## src/rtl/fpu_pkg.sv

```systemverilog
// -----------------------------------------------------------------------------
// fpu_pkg
//   Constants and types shared by the FPU rounder front-end.
//   - FN_W / F1_W          : normalized significand and representative widths
//   - DBL_KEEP / SGL_KEEP  : leading bits kept (p+1) for double / single
//   - *_STICKY_HI          : top index of the bits folded into the sticky bit
//   - prec_e               : precision select, encoded to match the db input
// -----------------------------------------------------------------------------
package fpu_pkg;

  localparam int unsigned FN_W          = 128;
  localparam int unsigned F1_W          = 55;

  localparam int unsigned DBL_KEEP      = 54;
  localparam int unsigned SGL_KEEP      = 25;

  localparam int unsigned DBL_STICKY_HI = 73;
  localparam int unsigned SGL_STICKY_HI = 102;

  typedef enum logic {
    PREC_SGL = 1'b0,
    PREC_DBL = 1'b1
  } prec_e;

endpackage : fpu_pkg

```

## src/rtl/rept_sticky.sv

```systemverilog
// -----------------------------------------------------------------------------
// rept_sticky
//   Combinational OR-reduction of the normalized significand producing the
//   sticky bit for both precisions.
//   Ports:
//     fn       in  [FN_W-1:0]  normalized significand
//     stk_dbl  out             OR of fn[DBL_STICKY_HI:0]
//     stk_sgl  out             OR of fn[SGL_STICKY_HI:0]
// -----------------------------------------------------------------------------
module rept_sticky
  import fpu_pkg::*;
(
  input  logic [FN_W-1:0] fn,
  output logic            stk_dbl,
  output logic            stk_sgl
);

  logic lo_or;
  logic mid_or;

  // The single-precision sticky range is a superset of the double range, so
  // it is split into two disjoint segments reduced in parallel; each
  // reduction maps to a balanced OR tree and the single sticky costs only
  // one extra OR level on top of the shared lower segment.
  always_comb begin
    lo_or   = |fn[DBL_STICKY_HI:0];
    mid_or  = |fn[SGL_STICKY_HI:DBL_STICKY_HI+1];
    stk_dbl = lo_or;
    stk_sgl = lo_or | mid_or;
  end

endmodule : rept_sticky

```

## src/rtl/fp_rept.sv

```systemverilog
// -----------------------------------------------------------------------------
// fp_rept
//   Representative (sticky-reduction) stage at the front of the FPU rounder.
//   Collapses the 128-bit normalized significand to a 55-bit representative:
//   p+1 leading bits plus a sticky bit, for double or single precision.
//   One-cycle registered latency, no backpressure.
//   Ports:
//     clk        in            rising-edge clock
//     rst_n      in            asynchronous active-low reset
//     in_valid   in            fn/db valid this cycle
//     fn         in  [127:0]   normalized significand, bit 127 leading
//     db         in            1 = double, 0 = single
//     out_valid  out           f1 holds a new result
//     f1         out [54:0]    registered representative
//     fn_zero    out           (REPT_ZERO_FLAG_EN only) fn was all zeros
//   Configuration macro: REPT_ZERO_FLAG_EN adds the registered fn_zero flag.
// -----------------------------------------------------------------------------
module fp_rept
  import fpu_pkg::*;
(
  input  logic            clk,
  input  logic            rst_n,
  input  logic            in_valid,
  input  logic [FN_W-1:0] fn,
  input  logic            db,
  output logic            out_valid,
  output logic [F1_W-1:0] f1
`ifdef REPT_ZERO_FLAG_EN
  ,
  output logic            fn_zero
`endif
);

  logic            stk_dbl;
  logic            stk_sgl;
  prec_e           prec;
  logic [F1_W-1:0] rep;

  logic [F1_W-1:0] f1_d,        f1_q;
  logic            out_valid_d, out_valid_q;

  rept_sticky u_sticky (
    .fn      (fn),
    .stk_dbl (stk_dbl),
    .stk_sgl (stk_sgl)
  );

  // Precision mux: keep the leading bits, append the sticky, zero-fill below.
  always_comb begin
    prec = prec_e'(db);
    rep  = '0;
    case (prec)
      PREC_DBL: rep = {fn[FN_W-1 -: DBL_KEEP], stk_dbl};
      PREC_SGL: rep = {fn[FN_W-1 -: SGL_KEEP], stk_sgl,
                       {(F1_W-SGL_KEEP-1){1'b0}}};
      default:  rep = '0;
    endcase
  end

  always_comb begin
    out_valid_d = in_valid;
    f1_d        = in_valid ? rep : f1_q;
  end

  always_ff @(posedge clk or negedge rst_n) begin
    if (!rst_n) begin
      f1_q        <= '0;
      out_valid_q <= 1'b0;
    end else begin
      f1_q        <= f1_d;
      out_valid_q <= out_valid_d;
    end
  end

  assign f1        = f1_q;
  assign out_valid = out_valid_q;

`ifdef REPT_ZERO_FLAG_EN
  logic fn_zero_d, fn_zero_q;

  // The single sticky already covers fn[102:0]; only the kept bits remain.
  always_comb begin
    fn_zero_d = fn_zero_q;
    if (in_valid) begin
      fn_zero_d = ~(stk_sgl | (|fn[FN_W-1:SGL_STICKY_HI+1]));
    end
  end

  always_ff @(posedge clk or negedge rst_n) begin
    if (!rst_n) begin
      fn_zero_q <= 1'b0;
    end else begin
      fn_zero_q <= fn_zero_d;
    end
  end

  assign fn_zero = fn_zero_q;
`endif

endmodule : fp_rept

```

## config.mk

```make
export PLATFORM = sky130hd
export DESIGN_NAME = fp_rept
export DESIGN_NICKNAME = d
export VERILOG_FILES = /design/src/rtl/fpu_pkg.sv /design/src/rtl/rept_sticky.sv /design/src/rtl/fp_rept.sv
export SDC_FILE = /design/constraint.sdc
export NUM_CORES = 1
export LEC_CHECK = 0
export CORE_ASPECT_RATIO = 1.2
export CORE_UTILIZATION = 36
export DETAILED_ROUTE_END_ITERATION = 12
export PLACE_DENSITY = 0.86
export SLEW_MARGIN = 20
export SYNTH_ARGS = -nofsm -noshare
export SYNTH_HDL_FRONTEND = slang
export SYNTH_HIERARCHICAL = 1
export SYNTH_SLANG_ARGS = --single-unit
```

## constraint.sdc

```tcl
create_clock -name clk -period 1.55 [get_ports clk]
set_input_delay 0.155 -clock clk [delete_from_list [all_inputs] [get_ports clk]]
set_output_delay 0.155 -clock clk [all_outputs]
set_load 0.01 [all_outputs]
```

==> impl_metrics.sql, run 1 <==
INSERT INTO impl_metrics (metric_group, metric, value, unit) VALUES
('outcome', 'run_status', 'completed', ''),
('setup_path', 'r2r_cells', '1', ''),
('setup_path', 'timing.critical_path.max_delay_family', 'simple AND/OR/NAND/NOR gates', ''),
('floorplan', 'ioPinCount', '188', ''),
('floorplan', 'fp-row-count', '32', ''),
('setup_path', 'worst-path-buf-inv', '1', ''),
('floorplan', 'core_area', '6490', 'sq um'),
('timing', 'fin_worst_skew', '0', 'ps'),
('setup_path', 'timing.rr.end', 'f1[40]', ''),
('timing', 'timing_worst_slew_pin_value', '590', 'ps'),
('synthesis', 'postSynth.asyncResetShare', '100', '%'),
('synthesis', 'ys.warnings.count', '6', ''),
('timing', 'max_clock_freq', '666', 'MHz'),
('finish', 'multi_input_comb_area', '851', 'sq um'),
('pwr', 'power.leakage', '1.81', 'nW'),
('timing', 'rsz0062_at_grt', 'no', ''),
('routing', 'wire_per_inst', '15.8', 'um'),
('synthesis', 'synth_top_cells_by_area', 'sky130_fd_sc_hd__dfrtp_1, sky130_fd_sc_hd__mux2_2, sky130_fd_sc_hd__nand3_1', ''),
('synthesis', 'number_of_instances_in_the_synthesized_netlist', '222', ''),
('timing', 'report.final.slew_viol_count', '0', ''),
('finish', 'final_core_utilization', '69.8', '%'),
('finish', 'design.final.nets', '547', ''),
('synthesis', 'synth.top_cell.area_share', '57.8', '%'),
('setup_path', 'worst-r2r-setup-slack', '770', 'ps'),
('setup_path', 'timing.critical_path.to_type', 'flip-flop', ''),
('setup_path', 'cp_num_cells', '7', ''),
('synthesis', 'synth_edf_count', '0', ''),
('clock_tree', 'cts_max_path_buffers', '2', ''),
('routing', 'final_antenna_net_count', '0', ''),
('global_route', 'grt_first_pass_wirelength', '12.9', 'mm'),
('clock_tree', 'ctsRootBufferMaster', 'sky130_fd_sc_hd__clkbuf_8', ''),
('routing', 'routed_wirelength', '7.93', 'mm'),
('flow_run', 'cap_violations', '0', ''),
('synthesis', 'post_synth_instance_area', '2420', 'sq um'),
('clock_tree', 'cts_tree', 'yes', ''),
('setup_path', 'worst_ep_required_time', '1720', 'ps'),
('pwr', 'power', '3.40', 'mW'),
('finish', 'area.sequential', '1400', 'sq um'),
('finish', 'fraction_of_final_layout_cells_sized_beyond_drive_strength_1', '12.3', '%'),
('clock_tree', 'numClockSinks', '56', ''),
('routing', 'initialDrtViolationCount', '71', ''),
('place', 'dp_hpwl', '6.30', 'mm'),
('finish', 'final.fill_count', '483', ''),
('setup_path', 'max_stage_delay', '440', 'ps'),
('global_route', 'gr-total-overflow', '0', ''),
('setup_path', 'startpoint_type', 'primary input', ''),
('place', 'placement.cell_area', '4410', 'sq um'),
('routing', 'drt_pass1_iterations', '4', ''),
('clock_tree', 'cts_post_setup_buffers_inserted', '0', ''),
('pwr', 'max-vdd-ir-drop', '0.714', 'mV'),
('place', 'port-buffer-count', '187', ''),
('finish', 'flow.area_growth_from_synthesis', '86.9', '%'),
('timing', 'period_share', '96.8', '%'),
('timing', 'timing_hold_violations_final', '0', ''),
('routing', 'vias', '2407', ''),
('setup_path', 'path_class', 'in -> reg', ''),
('min_path', 'timing.hold.worst.start', 'in_valid', ''),
('timing', 'min_period', '1500', 'ps'),
('synthesis', 'avg_synthesized_cell_area', '10.9', 'sq um'),
('global_route', 'globalRouteTotalUtil', '23.4', '%'),
('clock_tree', 'htree_num_levels', '2', ''),
('min_path', 'worst_hold_path_ep', 'out_valid', ''),
('setup_path', 'r2r_start', 'f1[40]', ''),
('setup_path', 'timing.critical_path.cells', 'clkdlybuf4s50_1 > nor4_1 > nand4_1 > nor2_1 > nand4_1 > mux2i_1 > a21oi_1', ''),
('routing', 'drc', '0', ''),
('synthesis', 'yosysUniqueCellTypes', '18', ''),
('place', 'gp_congestion', '0.716', ''),
('floorplan', 'starting_density', '37.4', '%'),
('floorplan', 'die_y', '91.9', 'um'),
('setup_path', 'worst_path_most_repeated_cell', 'sky130_fd_sc_hd__nand4_1', ''),
('synthesis', 'yosys.cell_count.top_type', 'sky130_fd_sc_hd__dfrtp_1', '');
worst max-delay path by stage:
stage,slack [ps],from,to
3_5_place_dp,-220,fn[60],f1[29]
2_1_floorplan,490,fn[60],f1[29]
3_3_place_gp,-220,fn[60],f1[29]
4_1_cts,100,fn[60],f1[29]
6_report,50,fn[88],f1[29]
5_1_grt,20,fn[88],f1[29]
what timing repair did:
item,CTS,global route
endpoints found under the setup margin,0,2
hold buffers,1,0
gates resized for setup,0,4
endpoints found under the hold margin,23,0
flip-flops by register name, indices dropped and copies added, names as in the netlist:
| signal | flops |
|---|---|
| out_valid | 1 |
| f1 | 55 |
area by class of cell:
cell class,count,area share [%]
sequential,56,30.9
clock inverter,3,0.470
timing repair buffer,198,43.5
clock buffer,5,1.52
multi-input combinational,125,18.8
inverter,29,2.40
tap,85,2.35
per-stage QoR:
step / TNS (ps) / instances
final: 0 / 501
after global routing: 0 / 501
after CTS: 0 / 501
after detailed placement: -379 / 492
after global placement: -363 / 492
after floorplan: 0 / 222
cell families after synthesis:
logic type	Yosys count	share of synthesized area, %
compound gates	30	6.19
mux	26	12.0
buf+inv	41	7.80
flops	56	57.8
simple gates	69	16.2
cells in the final DEF (no fill, tap or decap):
cell type,instances
sky130_fd_sc_hd__clkinv_2,1
sky130_fd_sc_hd__nor4_2,4
sky130_fd_sc_hd__inv_6,1
sky130_fd_sc_hd__nor2_2,2
sky130_fd_sc_hd__o21ai_1,3
sky130_fd_sc_hd__mux2i_1,1
sky130_fd_sc_hd__buf_12,2
sky130_fd_sc_hd__dfrtp_1,56
sky130_fd_sc_hd__buf_2,2
sky130_fd_sc_hd__nor4_1,20
sky130_fd_sc_hd__nor3_1,1
sky130_fd_sc_hd__a21oi_1,1
sky130_fd_sc_hd__clkdlybuf4s50_1,185
sky130_fd_sc_hd__clkinvlp_4,1
sky130_fd_sc_hd__and4_1,1
sky130_fd_sc_hd__dlygate4sd3_1,1
sky130_fd_sc_hd__buf_4,8
sky130_fd_sc_hd__nor2_1,4
sky130_fd_sc_hd__clkbuf_8,5
sky130_fd_sc_hd__o21ai_0,26
sky130_fd_sc_hd__mux2_2,25
sky130_fd_sc_hd__nand3_1,31
sky130_fd_sc_hd__inv_1,29
sky130_fd_sc_hd__nand4_1,6
layer usage:
layer / up-vias / track usage, % / wire length [um]
li1: 1164 / - / -
met1: 1152 / 27.5 / 3190
met2: 77 / 42.6 / 4250
met3: 14 / 4.38 / 319
met4: 0 / 7.05 / 167
met5: - / 0 / 0
where the power goes:
group | total, mW | internal (mW) | leakage, nW | switching, mW
clock | 0.801 | 0.322 | 0.0445 | 0.479
sequential | 1.65 | 1.59 | 0.690 | 0.0649
combinational | 0.947 | 0.620 | 1.07 | 0.327
total | 3.40 | 2.53 | 1.81 | 0.872
Note: power is estimated with default switching activity, not from simulation.
==> run 2: changes to the inputs <==
Settings changed: GPL_TIMING_DRIVEN set to 0, MAX_ROUTING_LAYER set to met4.
==> run 2 against run 1 <==
Compared with the run above: final area increased by 0.11%; sequential power about the same; critical path depth unchanged; register-to-register slack about the same.
==> impl_metrics.sql, run 2 (synthesized netlist as in run 1, its figures left out) <==
INSERT INTO impl_metrics (metric_group, metric, value, unit) VALUES
('place', 'placement.cell_area', '4390', 'sq um'),
('min_path', 'min-delay-path-class', 'in -> reg', ''),
('timing', 'fin_worst_skew', '0', 'ps'),
('timing', 'timing_hold_violations_final', '0', ''),
('timing', 'report.final.slew_viol_count', '0', ''),
('global_route', 'antenna_found_initial', '0', ''),
('floorplan', 'die_area', '7070', 'sq um'),
('timing', 'max_clock_freq', '710', 'MHz'),
('finish', 'final_design_area_no_fill', '4530', 'sq um'),
('floorplan', 'dieWidth', '76.9', 'um'),
('routing', 'initialDrtViolationCount', '117', ''),
('clock_tree', 'clock_insertion_delay_at_the_later_pin_of_the_skew_report', '300', 'ps'),
('place', 'place_ws', '-202', 'ps'),
('clock_tree', 'ctsRootBufferMaster', 'sky130_fd_sc_hd__clkbuf_8', ''),
('timing', 'timing_worst_slew_pin_value', '694', 'ps'),
('floorplan', 'fp-row-count', '32', ''),
('finish', 'fraction_of_final_layout_cells_sized_beyond_drive_strength_1', '11.1', '%'),
('setup_path', 'crit_path_max_fanout', '2', ''),
('setup_path', 'arrival', '1590', 'ps'),
('pwr', 'max-vdd-ir-drop', '0.675', 'mV'),
('timing', 'setup_viol', '0', ''),
('setup_path', 'r2r_start', 'f1[38]', ''),
('routing', 'wire_per_inst', '16.2', 'um'),
('finish', 'final.fill_count', '514', ''),
('clock_tree', 'htree_num_levels', '2', ''),
('finish', 'final_core_utilization', '69.9', '%'),
('pwr', 'cellPowerDensity', '814', 'nW/um^2'),
('routing', 'final_antenna_net_count', '0', ''),
('timing', 'slew_headroom', '53.7', '%'),
('finish', 'final_common_cell', 'sky130_fd_sc_hd__clkdlybuf4s50_1', ''),
('setup_path', 'timing.critical_path.to_type', 'flip-flop', ''),
('setup_path', 'worst_ep_required_time', '1730', 'ps'),
('global_route', 'globalRouteTotalUtil', '24.6', '%'),
('finish', 'antennaDiodeCount', '0', ''),
('flow_run', 'cap_violations', '0', ''),
('finish', 'flow.area_growth_from_synthesis', '87.1', '%'),
('floorplan', 'core_area', '6490', 'sq um'),
('clock_tree', 'cts_tree', 'yes', ''),
('clock_tree', 'clk_pin_slew', '100', 'ps'),
('floorplan', 'starting_density', '37.4', '%'),
('floorplan', 'die_y', '91.9', 'um'),
('global_route', 'first_global_vias', '2608', ''),
('clock_tree', 'cts_max_path_buffers', '2', ''),
('finish', 'layout.cells.most_common_list', 'sky130_fd_sc_hd__clkdlybuf4s50_1, sky130_fd_sc_hd__dfrtp_1, sky130_fd_sc_hd__nand3_1', ''),
('routing', 'drt_pass1_iterations', '4', ''),
('timing', 'rsz0062_at_grt', 'no', ''),
('routing', 'routed_wirelength', '8.10', 'mm'),
('pwr', 'power.leakage', '1.81', 'nW'),
('setup_path', 'path_class', 'in -> reg', ''),
('place', 'port-buffer-count', '186', ''),
('global_route', 'grt_max_degree', '57', ''),
('routing', 'drc', '0', ''),
('floorplan', 'ioPinCount', '188', ''),
('pwr', 'power', '3.69', 'mW'),
('timing', 'period_share', '90.9', '%'),
('timing', 'min_period', '1410', 'ps'),
('setup_path', 'crit_path_start', 'fn[31]', ''),
('timing', 'setup_ws', '142', 'ps'),
('routing', 'vias', '2419', ''),
('global_route', 'gr-total-overflow', '0', ''),
('place', 'dp_hpwl', '6.51', 'mm'),
('place', 'gp_congestion', '0.770', ''),
('clock_tree', 'cts_post_setup_buffers_inserted', '0', ''),
('global_route', 'grt_first_pass_wirelength', '13.1', 'mm'),
('finish', 'flip_flop_count_of_the_largest_register_after_layout', '55', ''),
('routing', 'post_drt_via_cell_ratio', '4.83', ''),
('clock_tree', 'cts-buffers-inserted', '5', ''),
('min_path', 'timing.hold.worst.start', 'db', ''),
('clock_tree', 'numClockSinks', '56', ''),
('outcome', 'run_status', 'completed', ''),
('setup_path', 'startpoint_type', 'primary input', ''),
('finish', 'design.final.nets', '548', '');
[run 2: cell count changes in the layout (fill, tap and decap cells not counted), sizes merged]
cell      before  now
clkinv         1    0
inv           30   29
clkbuf         5    7
clkinvlp       1    0
buf           12   11
bufinv         0    2
[run 2: timing repair]
action	CTS	global route
gates resized for setup	0	1
hold buffers	1	0
endpoints found under the hold margin	56	0
setup endpoints to repair	0	1
[run 2: stage by stage]
stage | cells | hold slack, ps | setup TNS [ps]
CTS | 501 | 173 | 0
finish | 501 | 183 | 0
detailed placement | 493 | 257 | -265
global route | 501 | 181 | 0
floorplan | 222 | -141 | 0
global placement | 493 | 488 | -76870
[run 2: routing by layer]
metal | share of wire (%) | up-vias | global-route usage (%) | wire length (um)
li1 | - | 1171 | - | -
met1 | 40 | 1148 | 29.7 | 3250
met2 | 53 | 87 | 42.3 | 4330
met3 | 4.0 | 13 | 3.38 | 322
met4 | 2.5 | 0 | 8.17 | 204
met5 | 0 | - | - | 0
[run 2: worst max-delay path: stages]
cell and delay, ps:
sky130_fd_sc_hd__clkdlybuf4s50_1 400, sky130_fd_sc_hd__nor4_1 370, sky130_fd_sc_hd__nand4_1 150, sky130_fd_sc_hd__nor2_1 190, sky130_fd_sc_hd__nand4_1 120, sky130_fd_sc_hd__mux2i_1 140, sky130_fd_sc_hd__a21oi_1 80
[run 2: final cells by class]
cell class,count,area (sq um),area share (%)
well taps,85,106,2.35
flip-flops and latches,56,1400,30.9
clock inverters,2,60.1,1.32
repair buffers,187,1870,41.2
inverters,29,109,2.40
multi-input cells,125,840,18.5
plain buffers,12,80.1,1.77
clock buffers,5,68.8,1.52
[run 2: where the power goes]
| part | internal (mW) | switching [mW] | total (mW) |
|---|---|---|---|
| registers | 1.59 | 0.0669 | 1.65 |
| logic | 0.613 | 0.326 | 0.939 |
| clock network | 0.636 | 0.463 | 1.10 |
| total | 2.84 | 0.856 | 3.69 |
[run 2: worst paths after layout]
check	cells past startpoint	slack (ps)	to
max	7	140	f1[29]
min	3	180	f1[26]
max reg2reg	1	770	f1[38]
min reg2reg	1	510	f1[41]
max in group asynchronous	2	660	f1[29]
min in group asynchronous	2	440	f1[45]
